==> config.mk <==
export PLATFORM = sky130hd
export DESIGN_NAME = router_fifo
export DESIGN_NICKNAME = d
export VERILOG_FILES = /design/src/rtl/router_pkg.sv /design/src/rtl/router_fifo_mem.sv /design/src/rtl/router_fifo.sv
export SDC_FILE = /design/constraint.sdc
export NUM_CORES = 1
export LEC_CHECK = 0
export CORE_MARGIN = 5
export CORE_UTILIZATION = 62
export CTS_CLUSTER_DIAMETER = 200
export DETAILED_ROUTE_END_ITERATION = 16
export PLACE_DENSITY = 0.84
export SLEW_MARGIN = 0
export SYNTH_ARGS = -nofsm -noshare
export SYNTH_HDL_FRONTEND = slang
export SYNTH_SLANG_ARGS = --single-unit
==> constraint.sdc <==
create_clock -name clk -period 3.26 [get_ports clk]
set_clock_uncertainty 0.05 [all_clocks]
set_input_delay 0.652 -clock clk [delete_from_list [all_inputs] [get_ports clk]]
set_output_delay 0.652 -clock clk [all_outputs]
set_load 0.01 [all_outputs]
==> src/rtl/router_pkg.sv <==
// Shared router constants: data width, FIFO depth, header field layout and
// the header-to-byte-count helper used by the output FIFOs.
package router_pkg;

    localparam int ROUTER_DATA_W     = 8;
    localparam int ROUTER_FIFO_DEPTH = 16;
    localparam int ROUTER_LEN_W      = 6;

    localparam int HDR_LEN_MSB  = 7;
    localparam int HDR_LEN_LSB  = 2;
    localparam int HDR_ADDR_MSB = 1;
    localparam int HDR_ADDR_LSB = 0;

    // Bytes still to come after a header: payload length plus the parity byte.
    function automatic logic [ROUTER_LEN_W:0] hdr_pkt_count(input logic [ROUTER_DATA_W-1:0] hdr);
        return {1'b0, hdr[HDR_LEN_MSB:HDR_LEN_LSB]} + {{ROUTER_LEN_W{1'b0}}, 1'b1};
    endfunction

endpackage

==> src/rtl/router_fifo_mem.sv <==
// Register array with one write port, one combinational read port and
// asynchronous/synchronous clear of every word.
module router_fifo_mem #(
    parameter int DEPTH = 16,
    parameter int DW    = 9,
    parameter int AW    = 4
) (
    input  logic          clk,
    input  logic          resetn,
    input  logic          clear,
    input  logic          we,
    input  logic [AW-1:0] waddr,
    input  logic [DW-1:0] wdata,
    input  logic [AW-1:0] raddr,
    output logic [DW-1:0] rdata
);

    logic [DW-1:0] mem_r [DEPTH];

    // Storage words: wiped on either reset so no stale header flag survives.
    always_ff @(posedge clk or negedge resetn) begin
        if (!resetn) begin
            for (int i = 0; i < DEPTH; i++) begin
                mem_r[i] <= '0;
            end
        end else if (clear) begin
            for (int i = 0; i < DEPTH; i++) begin
                mem_r[i] <= '0;
            end
        end else if (we) begin
            mem_r[waddr] <= wdata;
        end
    end

    assign rdata = mem_r[raddr];

endmodule

==> src/rtl/router_fifo.sv <==
// Router output FIFO: stores {header flag, byte}, tracks the packet byte count
// on reads and zeroes data_out between packets.
// Optional feature: define ROUTER_FIFO_ALMOST_FULL_EN to add the almost_full output.
module router_fifo
    import router_pkg::*;
#(
    parameter int DEPTH = ROUTER_FIFO_DEPTH,
    parameter int WIDTH = ROUTER_DATA_W
) (
    input  logic             clk,
    input  logic             resetn,
    input  logic             soft_reset,
    input  logic             write_enb,
    input  logic             read_enb,
    input  logic             lfd_state,
    input  logic [WIDTH-1:0] data_in,
    output logic [WIDTH-1:0] data_out,
    output logic             full,
`ifdef ROUTER_FIFO_ALMOST_FULL_EN
    output logic             empty,
    output logic             almost_full
`else
    output logic             empty
`endif
);

    localparam int AW = $clog2(DEPTH);
    localparam logic [AW:0]           PTR_ONE = {{AW{1'b0}}, 1'b1};
    localparam logic [ROUTER_LEN_W:0] CNT_ONE = {{ROUTER_LEN_W{1'b0}}, 1'b1};

    logic [AW:0]           wr_ptr_r;
    logic [AW:0]           rd_ptr_r;
    logic [ROUTER_LEN_W:0] pkt_cnt_r;
    logic [WIDTH:0]        rd_word_s;
    logic                  wr_fire_s;
    logic                  rd_fire_s;

    assign empty     = (wr_ptr_r == rd_ptr_r);
    assign full      = (wr_ptr_r[AW] != rd_ptr_r[AW]) && (wr_ptr_r[AW-1:0] == rd_ptr_r[AW-1:0]);
    assign wr_fire_s = write_enb && !full;
    assign rd_fire_s = read_enb && !empty;

`ifdef ROUTER_FIFO_ALMOST_FULL_EN
    localparam logic [AW:0] AF_LEVEL = (AW+1)'(DEPTH - 2);
    logic [AW:0] occupancy_s;
    assign occupancy_s = wr_ptr_r - rd_ptr_r;
    assign almost_full = (occupancy_s >= AF_LEVEL);
`endif

    router_fifo_mem #(
        .DEPTH (DEPTH),
        .DW    (WIDTH + 1),
        .AW    (AW)
    ) u_mem (
        .clk   (clk),
        .resetn(resetn),
        .clear (soft_reset),
        .we    (wr_fire_s),
        .waddr (wr_ptr_r[AW-1:0]),
        .wdata ({lfd_state, data_in}),
        .raddr (rd_ptr_r[AW-1:0]),
        .rdata (rd_word_s)
    );

    // Pointers wrap naturally modulo 2*DEPTH; the MSB distinguishes full from empty.
    always_ff @(posedge clk or negedge resetn) begin
        if (!resetn) begin
            wr_ptr_r <= '0;
            rd_ptr_r <= '0;
        end else if (soft_reset) begin
            wr_ptr_r <= '0;
            rd_ptr_r <= '0;
        end else begin
            if (wr_fire_s) begin
                wr_ptr_r <= wr_ptr_r + PTR_ONE;
            end
            if (rd_fire_s) begin
                rd_ptr_r <= rd_ptr_r + PTR_ONE;
            end
        end
    end

    // Read data and packet byte count; data_out idles at zero once a packet is drained.
    always_ff @(posedge clk or negedge resetn) begin
        if (!resetn) begin
            data_out  <= '0;
            pkt_cnt_r <= '0;
        end else if (soft_reset) begin
            data_out  <= '0;
            pkt_cnt_r <= '0;
        end else if (rd_fire_s) begin
            data_out <= rd_word_s[WIDTH-1:0];
            if (rd_word_s[WIDTH]) begin
                pkt_cnt_r <= hdr_pkt_count(rd_word_s[ROUTER_DATA_W-1:0]);
            end else if (pkt_cnt_r != '0) begin
                pkt_cnt_r <= pkt_cnt_r - CNT_ONE;
            end
        end else if (!read_enb && (pkt_cnt_r == '0)) begin
            data_out <= '0;
        end
    end

endmodule

# Yosys cells after proc, flatten, opt, wreduce, memory -nomap -nowiden
# Index checks and enable logic that the tools add are counted.
[totals] regBits=169 in_bits=14 out_inout_bits=10 word_cells=66
[classes] n_addsub=4 n_lt_le_gt_ge=3 eq_ne=3 muxes=19 bitwise=2 n_reduce_logical=15
[op_table] op="2-to-1 mux 144 bit" count=2
[op_table] op="bitwise mux 144 bit" count=1
[op_table] op="binary-select mux 9 bit (select 4 bit)" count=1
[op_table] op="demux 9 bit (select 4 bit)" count=1
[op_table] op="2-to-1 mux 7 bit" count=4
[op_table] op="2-to-1 mux 9 bit" count=3
[op_table] op="2-to-1 mux 8 bit" count=3
[op_table] op="2-to-1 mux 5 bit" count=4
[op_table] op="adder 5 x 1 -> 5 bit (second input constant)" count=2
[op_table] op=">= comparator 5 bit (second input constant)" count=2
[op_table] op="inverter 4 -> 5 bit" count=2
[op_table] op="adder 6 x 1 -> 7 bit (second input constant)" count=1
[op_table] op="zero test 7 bit" count=1
[op_table] op="nonzero test 7 bit" count=1
[op_table] op="subtractor 7 x 1 -> 7 bit (second input constant)" count=1
[op_table] op="nonzero test 3 bit" count=2
[op_table] op="== test 5 bit" count=1
[op_table] op="logical AND 1 bit" count=5
[op_table] op="less-than comparator 5 x 1 -> 1 bit (second input constant)" count=1
[op_table] op="== test 4 bit" count=1
[op_table] op="nonzero test 2 bit" count=2
[op_table] op="zero test 1 bit" count=3
[op_table] op="AND reduction 2 bit" count=1
[op_table] op="inequality test 1 bit" count=1

# Depth between registers and ports, before layout
# Gate-level depths: netlist of the first run.
[logic_depth] word_depth=8 depth_mapped=10 depth_no_buf=8

# Modules after synthesis
# From an unflattened synthesis of the first run, not the netlist that was laid out.
[unflattened] hier_cells=928 hier_area_um2=8918.6
[modules_own_cells] module="router_fifo_mem" instances=1 cells_per_inst=764 area_per_inst_um2=7433.4 seq_area_each_um2=3603.5
[modules_own_cells] module="router_fifo" instances=1 cells_per_inst=164 area_per_inst_um2=1485.2 seq_area_each_um2=625.6

# Worst setup path before layout of the first run
# Ideal clock, no wire load.
[synth_path] path_kind="flip-flop to flip-flop" from="reg rd_ptr_r[0]" to="reg pkt_cnt_r[1]" setup_ps=132 arrival_time_ps=2280 required_time_ps=3078 slack_ps=798 stages_incl_launch_ff=10 path_buffers=2 synth_period_minus_slack_ps=2462 path_cell_list="dfrtp_1 buf_6 buf_12 mux4_1 a22oi_1 nand2_1 ha_1 mux2_1 o22ai_1 nor2_1"
[synth_via] elab_chain_cells=8 elab_cells_between_ends=14 cone_classes="1 x add/sub; 1 x eq/ne; 6 x mux; 1 x bitwise; 5 x reduce/logical"
[synth_lines] item="from (decl)" line="router_fifo.sv:32" text="logic [AW:0] rd_ptr_r;"
[synth_lines] item="from (signal assigned)" line="router_fifo.sv:78" text="rd_ptr_r <= rd_ptr_r + PTR_ONE;"
[synth_lines] item="inverter 4 -> 5 bit (implied by the code)" line="router_fifo_mem.sv:35" text="assign rdata = mem_r[raddr];"
[synth_lines] item="binary-select mux 9 bit (select 4 bit)" line="router_fifo_mem.sv:35"
[synth_lines] item="2-to-1 mux 9 bit (implied by the code) (2 in a row)" line="router_fifo_mem.sv:35"
[synth_lines] item="adder 6 x 1 -> 7 bit" line="router_pkg.sv:16" text="return {1'b0, hdr[HDR_LEN_MSB:HDR_LEN_LSB]} + {{ROUTER_LEN_W{1'b0}}, 1'b1};"
[synth_lines] item="2-to-1 mux 7 bit" line="router_fifo.sv:93" text="if (rd_word_s[WIDTH]) begin"
[synth_lines] item="2-to-1 mux 7 bit" line="router_fifo.sv:91" text="end else if (rd_fire_s) begin"
[synth_lines] item="2-to-1 mux 7 bit" line="router_fifo.sv:88" text="end else if (soft_reset) begin"
[synth_lines] item="to (signal assigned)" line="router_fifo.sv:94" text="pkt_cnt_r <= hdr_pkt_count(rd_word_s[ROUTER_DATA_W-1:0]);"
[synth_lines] item="to (signal assigned)" line="router_fifo.sv:96" text="pkt_cnt_r <= pkt_cnt_r - CNT_ONE;"
[synth_lines] item="to (decl)" line="router_fifo.sv:33" text="logic [ROUTER_LEN_W:0] pkt_cnt_r;"
# Several ways; a longest one is shown, not always the timed one. The select of a mux whose other input is x is not followed.
# A chain may end at the register's enable or synchronous reset.

# Worst setup path after layout of the first run
[layout_path] from="reg rd_ptr_r[0]" to="out empty"
[layout_via] elab_chain_cells=1
[layout_lines] item="== test 5 bit" line="router_fifo.sv:38" text="assign empty = (wr_ptr_r == rd_ptr_r);"
[layout_lines] item="to (decl)" line="router_fifo.sv:23" text="output logic empty"
# Every way passes these cells.

==> impl_metrics.csv, run 1 <==
group,metric,value,unit
outcome,status,"finished clean",
cts,htree_num_levels,4,
floorplan,start_util,63.32,%
synth,syn_nets,757,
timing,whs,0.1485,ns
detailed_routing,wl_per_cell,22.29,um
floorplan,io_pins,24,
cts,cts_inserted_buffers,17,
critical_path,worstPathArrival,2.43,ns
pwr,p_sw_share,26.46,%
floorplan,fp.dieW,129.1,um
global_routing,grt_pass1_wl,32950,um
cells_and_area,design_area,9599,um2
critical_path,required,2.56,ns
critical_path,cp_cell_sequence,"xor2_1 -> nor4_2 -> and2_1 -> clkdlybuf4s50_1",
detailed_routing,drt-total-wl,20490,um
critical_path,r2r_slack,0.42,ns
min_path,holdCritPathClass,"in -> async",
placement,dp_slack,0.4658,ns
placement,hpwl,13030,um
synth,synthArstFlopShare,100.0,%
detailed_routing,drt-vias-per-instance,6.473,
synth,synth-edff-count,0,
cts,clkTransAtPathRegs,0.07,ns
timing,drv_slew,0,
critical_path,worst-path-buf-inv,1,
placement,place_congestion,0.8872,
timing,fin_crit,3.136,ns
timing,setup_viol,0,
synth,synth.distinct_cells,48,
global_routing,grt_start_max_net_pins,81,
synth,synth_cells,735,
pwr,vdd_ir_drop_max,0.4892,mV
placement,placed_area,8929,um2
synth,ys.flop_type,"dfrtp_1",
timing,setup_tns,0,ns
cts,post_cts_resized,0,
detailed_routing,postRouteAntennaNets,0,
detailed_routing,drt-initial-drc-count,688,
pwr,powerDensity,553.3,nW/um2
pwr,pwr-share-clk,43.0,%
critical_path,r2r_cells,7,
detailed_routing,dr.pass1.iters,6,
timing,hold_viol,0,
detailed_routing,drc,0,
timing,relSlewSlack,55.21,%
global_routing,antenna_found_initial,0,
timing,post-route-period-util,96.18,%
floorplan,die_h,129.1,um
cells_and_area,fin_util,69.15,%
synth,syn_area_per_cell,11.96,um2
cells_and_area,areaGrowthSynthToFinish,9.210,%
critical_path,end_kind,"output port",
timing,rsz0062_at_grt,"false",
critical_path,startpoint_type,"flop",
critical_path,rr_endpoint,"pkt_cnt_r[1]",
cells_and_area,diodes,0,
synth,yosysWarnings,0,
critical_path,critPathTopFamily,"flip-flops",
floorplan,core,13880,um2
pwr,p_total,5.311,mW
cts,cts_hold_buf,0,
detailed_routing,vias,5949,
critical_path,worst-setup-path-type,"reg -> out",
flow_run,maxCapViolCount,0,
floorplan,num_rows,43,
pwr,p_seq_share,41.8,%
critical_path,cp_slowest_cell,"dfrtp_2",
critical_path,cpPeakStageDelay,0.71,ns
pwr,p_sw,1.405,mW
synth,seq_area_frac_synth,48.11,%
pwr,p_int,3.906,mW
synth,synth_area,8790,um2
cts,cts.sink_count,169,
critical_path,crit_fanout,18,
floorplan,dieArea,16660,um2
timing,max_freq,318.9,MHz
timing,worstMarginPinSlew,0.6718,ns
global_routing,grt_pass1_vias,6045,
cts,cts_buffer_depth,2,
pwr,cellLeakagePower,5.263,nW
global_routing,globalRouteOverflowTotal,0,
cells_and_area,layout-drive-gt1-share,12.45,%
synth,ys_seq_elements,169,
cts,clk_latency,0.43,ns
cts,cts_tree,"built",
cells_and_area,fillerInstances,939,
cts,root_buffer,"clkbuf_16",
placement,port_buffers,23,
placement,placed_cells_incl_taps,887,
cells_and_area,stdcell_count,919,
cells_and_area,finish.net_count,748,
timing,layout_setup_ws,0.1244,ns
global_routing,grt_usage,25.91,%
pwr,pwr-share-comb,15.3,%
cts,cts_setup_buffers,0,
critical_path,regToRegStartpoint,"rd_ptr_r[0]",
==> cell families after synthesis <==
group / share of synthesized area, %
fa+ha+maj: 1.139
mux: 27.20
flops: 48.11
buf+inv: 5.438
compound gates: 3.616
simple gates: 12.70
xor+xnor: 1.794
==> power by group through the flow <==
stage	Sequential (mW)	Clock, mW	Combinational [mW]
6_report	2.22	2.28	0.810
5_1_grt	2.23	2.39	0.877
4_1_cts	2.22	2.30	0.804
3_5_place_dp	2.26	0	0.794
3_3_place_gp	2.25	0	0.766
2_1_floorplan	2.22	0	0.623
==> area by class of cell <==
| class | count | area [um2] | area share (%) |
|---|---|---|---|
| flip-flops and latches | 169 | 4230 | 44.07 |
| multi-input cells | 495 | 4083 | 42.53 |
| clock buffers | 22 | 484.2 | 5.044 |
| repair buffers | 36 | 364.1 | 3.793 |
| well taps | 180 | 225.2 | 2.346 |
| clock inverters | 10 | 186.4 | 1.942 |
| inverters | 7 | 26.28 | 0.2737 |
==> layer usage <==
layer	wire length [um]	share of wire (%)	vias up	track usage, %
li1	-	-	2562	-
met1	8409	41	3056	34.40
met2	9987	49	257	41.16
met3	1262	6.2	74	6.224
met4	826	4.0	0	11.30
met5	0	0	-	0
==> flip-flops by register name, summed over array words and instances (netlist names) <==
name	count
data_out	8
pkt_cnt_r	7
rd_ptr_r	5
u_mem.mem_r	144
wr_ptr_r	5
==> worst max-delay path by stage <==
stage	start	end	slack [ns]	cells past startpoint
after floorplan	rd_ptr_r[0]	pkt_cnt_r[1]	0.80	9
after global placement	rd_ptr_r[0]	pkt_cnt_r[5]	0.52	7
after detailed placement	rd_ptr_r[0]	pkt_cnt_r[1]	0.47	7
after CTS	rd_ptr_r[0]	empty	0.12	4
after global routing	rd_ptr_r[0]	empty	0.008	4
final	rd_ptr_r[0]	empty	0.12	4
==> cells in the final DEF (no fill, tap or decap), types with 2 or more instances in the layout <==
cell type / count
nor4_1: 2
buf_4: 11
o21ai_0: 3
clkdlybuf4s50_1: 21
xor2_1: 13
nor2_1: 168
buf_12: 3
mux4_2: 16
clkinvlp_4: 3
nand2_2: 3
a22oi_1: 9
and2_1: 2
nand3_1: 14
ha_1: 8
a21oi_1: 14
clkbuf_16: 17
nand2_1: 20
nand3_2: 13
inv_1: 7
bufinv_16: 5
xnor2_1: 5
mux4_1: 22
o22ai_1: 3
a22oi_2: 3
mux2i_1: 144
clkbuf_8: 4
nand2b_1: 4
nor2b_1: 3
dfrtp_1: 168
nand4_2: 4
o32ai_1: 2
nand4_1: 3
==> Yosys cell counts (2+ instances only) <==
master / n / area, um2
nand3_1: 14 / 70.07
o22ai_1: 3 / 18.77
xnor2_1: 5 / 43.79
nand2_1: 20 / 75.07
a22oi_2: 3 / 37.54
a21oi_1: 14 / 70.07
nor2b_1: 3 / 18.77
nand2b_1: 4 / 25.02
buf_4: 3 / 22.52
xor2_1: 13 / 113.9
clkbuf_1: 21 / 78.83
mux4_2: 16 / 360.4
nor4_1: 2 / 12.51
o32ai_1: 2 / 17.52
and2_1: 2 / 12.51
a22oi_1: 9 / 67.56
nand4_1: 3 / 18.77
nor2_1: 168 / 630.6
nand3_2: 13 / 130.1
nand4_2: 4 / 50.05
buf_6: 20 / 225.2
ha_1: 8 / 100.1
inv_1: 7 / 26.28
dfrtp_1: 169 / 4229
buf_2: 18 / 90.09
mux2i_1: 144 / 1441
mux4_1: 22 / 578.1
nand2_2: 3 / 18.77
o21ai_0: 3 / 15.01
No activity file was read; power rests on OpenSTA's default activity.
==> run 2, diff against run 1 <==
CORE_UTILIZATION = 33   (was 62)
PLACE_DENSITY = 0.52   (was 0.84)
==> run 2 against run 1 <==
Against the previous run:
- setup slack improved by 0.065 ns
- via count decreased by 6.7%
- register-to-register slack got worse by 0.04 ns
- hold slack improved by 0.055 ns
- power decreased by 0.88%
- clock power decreased by 3%
- critical path depth unchanged
- combinational power increased by 2%
- final cell count increased by 17%
- flip-flop and latch count unchanged
- sequential share of layout area decreased by 0.83 points
- critical endpoint unchanged
- largest cell class unchanged
- largest power group is now sequential cells
- highest routed layer unchanged
==> impl_metrics.csv, run 2 (synthesis gave the netlist of run 1 again) <==
group,metric,value,unit
cells_and_area,largestRegisters,"u_mem.mem_r x144, data_out x8, pkt_cnt_r x7",
detailed_routing,dr.pass1.iters,4,
timing,relSlewSlack,49.41,%
floorplan,num_rows,59,
placement,placed_cells_incl_taps,1044,
placement,port_buffers,23,
floorplan,start_util,33.63,%
floorplan,fp.dieW,173.2,um
critical_path,endpoint,"empty",
global_routing,grt_start_max_net_pins,74,
cts,root_buffer,"clkbuf_16",
cts,clkTransAtPathRegs,0.07,ns
cells_and_area,top_register,"u_mem.mem_r",
cts,htree_num_levels,4,
critical_path,r2r_cells,7,
timing,drv_slew,0,
placement,placed_area,9139,um2
placement,dp_slack,0.4056,ns
critical_path,regToRegStartpoint,"rd_ptr_r[0]",
detailed_routing,drc,0,
cts,cts_tree,"built",
cells_and_area,largest_reg_flops,144,
pwr,cellLeakagePower,5.266,nW
global_routing,grt_pass1_vias,5600,
timing,setup_tns,0,ns
cells_and_area,fin_util,37.45,%
critical_path,r2r_slack,0.38,ns
critical_path,crit_fanout,13,
cts,cts_inserted_buffers,17,
floorplan,die_h,173.2,um
global_routing,grt_pass1_wl,34850,um
cells_and_area,layout.cells.most_common,"nor2_1",
timing,whs,0.2038,ns
placement,hpwl,13930,um
critical_path,worst-setup-path-type,"reg -> out",
timing,rsz0062_at_grt,"false",
pwr,powerDensity,537.9,nW/um2
global_routing,globalRouteOverflowTotal,0,
cts,cts.sink_count,169,
detailed_routing,drt-vias-per-instance,5.156,
critical_path,startpoint_type,"flop",
detailed_routing,vias,5548,
floorplan,dieArea,30000,um2
cells_and_area,finish.net_count,750,
flow_run,maxCapViolCount,0,
critical_path,end_kind,"output port",
critical_path,cp_cell_sequence,"xor2_1 -> nor4_4 -> and2_1 -> clkdlybuf4s50_1",
floorplan,io_pins,24,
critical_path,cpPeakStageDelay,0.57,ns
detailed_routing,drt-initial-drc-count,434,
timing,fin_crit,3.070,ns
critical_path,required,2.56,ns
timing,post-route-period-util,94.18,%
detailed_routing,drt-total-wl,21820,um
critical_path,worstPathArrival,2.37,ns
cells_and_area,mostFrequentLayoutCells,"nor2_1, dfrtp_1, mux2i_1",
cells_and_area,diodes,0,
pwr,vdd_ir_drop_max,0.3349,mV
critical_path,path_depth,4,
timing,max_freq,325.7,MHz
timing,hold_viol,0,
cts,cts_buffer_depth,2,
cts,cts_setup_buffers,0,
cells_and_area,layout-drive-gt1-share,12.69,%
cells_and_area,design_area,9787,um2
critical_path,worst-path-buf-inv,1,
placement,place_congestion,0.7671,
outcome,status,"finished clean",
global_routing,grt_usage,14.81,%
cells_and_area,areaGrowthSynthToFinish,11.35,%
floorplan,core,26130,um2
global_routing,antenna_found_initial,0,
critical_path,cp_slowest_cell,"dfrtp_2",
timing,layout_setup_ws,0.1899,ns
min_path,holdCritPathClass,"in -> async",
critical_path,rr_endpoint,"pkt_cnt_r[1]",
cells_and_area,stdcell_count,1076,
timing,worstMarginPinSlew,0.7588,ns
critical_path,crit_start,"rd_ptr_r[0]",
timing,setup_viol,0,
detailed_routing,postRouteAntennaNets,0,
pwr,p_total,5.264,mW
detailed_routing,wl_per_cell,20.28,um
critical_path,critPathTopFamily,"simple AND/OR/NAND/NOR gates",
cts,clk_latency,0.42,ns
cells_and_area,fillerInstances,2543,
-- run 2: cell types whose count changed in the layout (fill, tap and decap cells not counted), sizes merged --
cell      previous run  this run
inv                  8        13
clkbuf              22        19
clkinvlp             3         0
buf                 15        17
clkinv               1         3
bufinv               5         4
-- run 2: layer usage --
layer	wire, um	up-vias	track usage (%)
li1	-	2562	-
met1	10830	2854	21.78
met2	9891	110	22.35
met3	660	22	2.904
met4	439	0	4.190
met5	0	-	0
-- run 2: what timing repair did --
action                                  in CTS  in global routing
endpoints found under the setup margin       0                  2
resized for setup                            0                  1
hold buffers                                 0                  0
-- run 2: area by class of cell --
cell class | count | area [um2] | area share (%)
inverters | 7 | 26.28 | 0.2685
repair buffers | 38 | 379.1 | 3.874
multi-input cells | 495 | 4091 | 41.81
clock inverters | 13 | 206.4 | 2.109
flip-flops and latches | 169 | 4232 | 43.24
well taps | 335 | 419.2 | 4.283
clock buffers | 19 | 432.9 | 4.423
-- run 2: where the power goes --
group          switching, mW  leakage, nW  internal [mW]
combinational          0.503         2.61          0.321
sequential            0.0716         2.35           2.14
clock                  0.912        0.312           1.31
-- run 2: worst min-delay path by stage --
stage,endpoint,slack [ns],depth (start not counted)
floorplan,data_out[0],0.31,0
global placement,u_mem.mem_r[97],0.45,2
detailed placement,u_mem.mem_r[20],0.45,2
CTS,u_mem.mem_r[37],0.23,1
global route,u_mem.mem_r[37],0.26,1
finish,u_mem.mem_r[37],0.20,1
==> run 3, diff against run 2 <==
CAP_MARGIN = 20   (was not set)
CTS_CLUSTER_DIAMETER = 150   (was 200)
==> results of run 3 <==
Same layout as run 2: the final DEF is identical, and so are final timing and power.
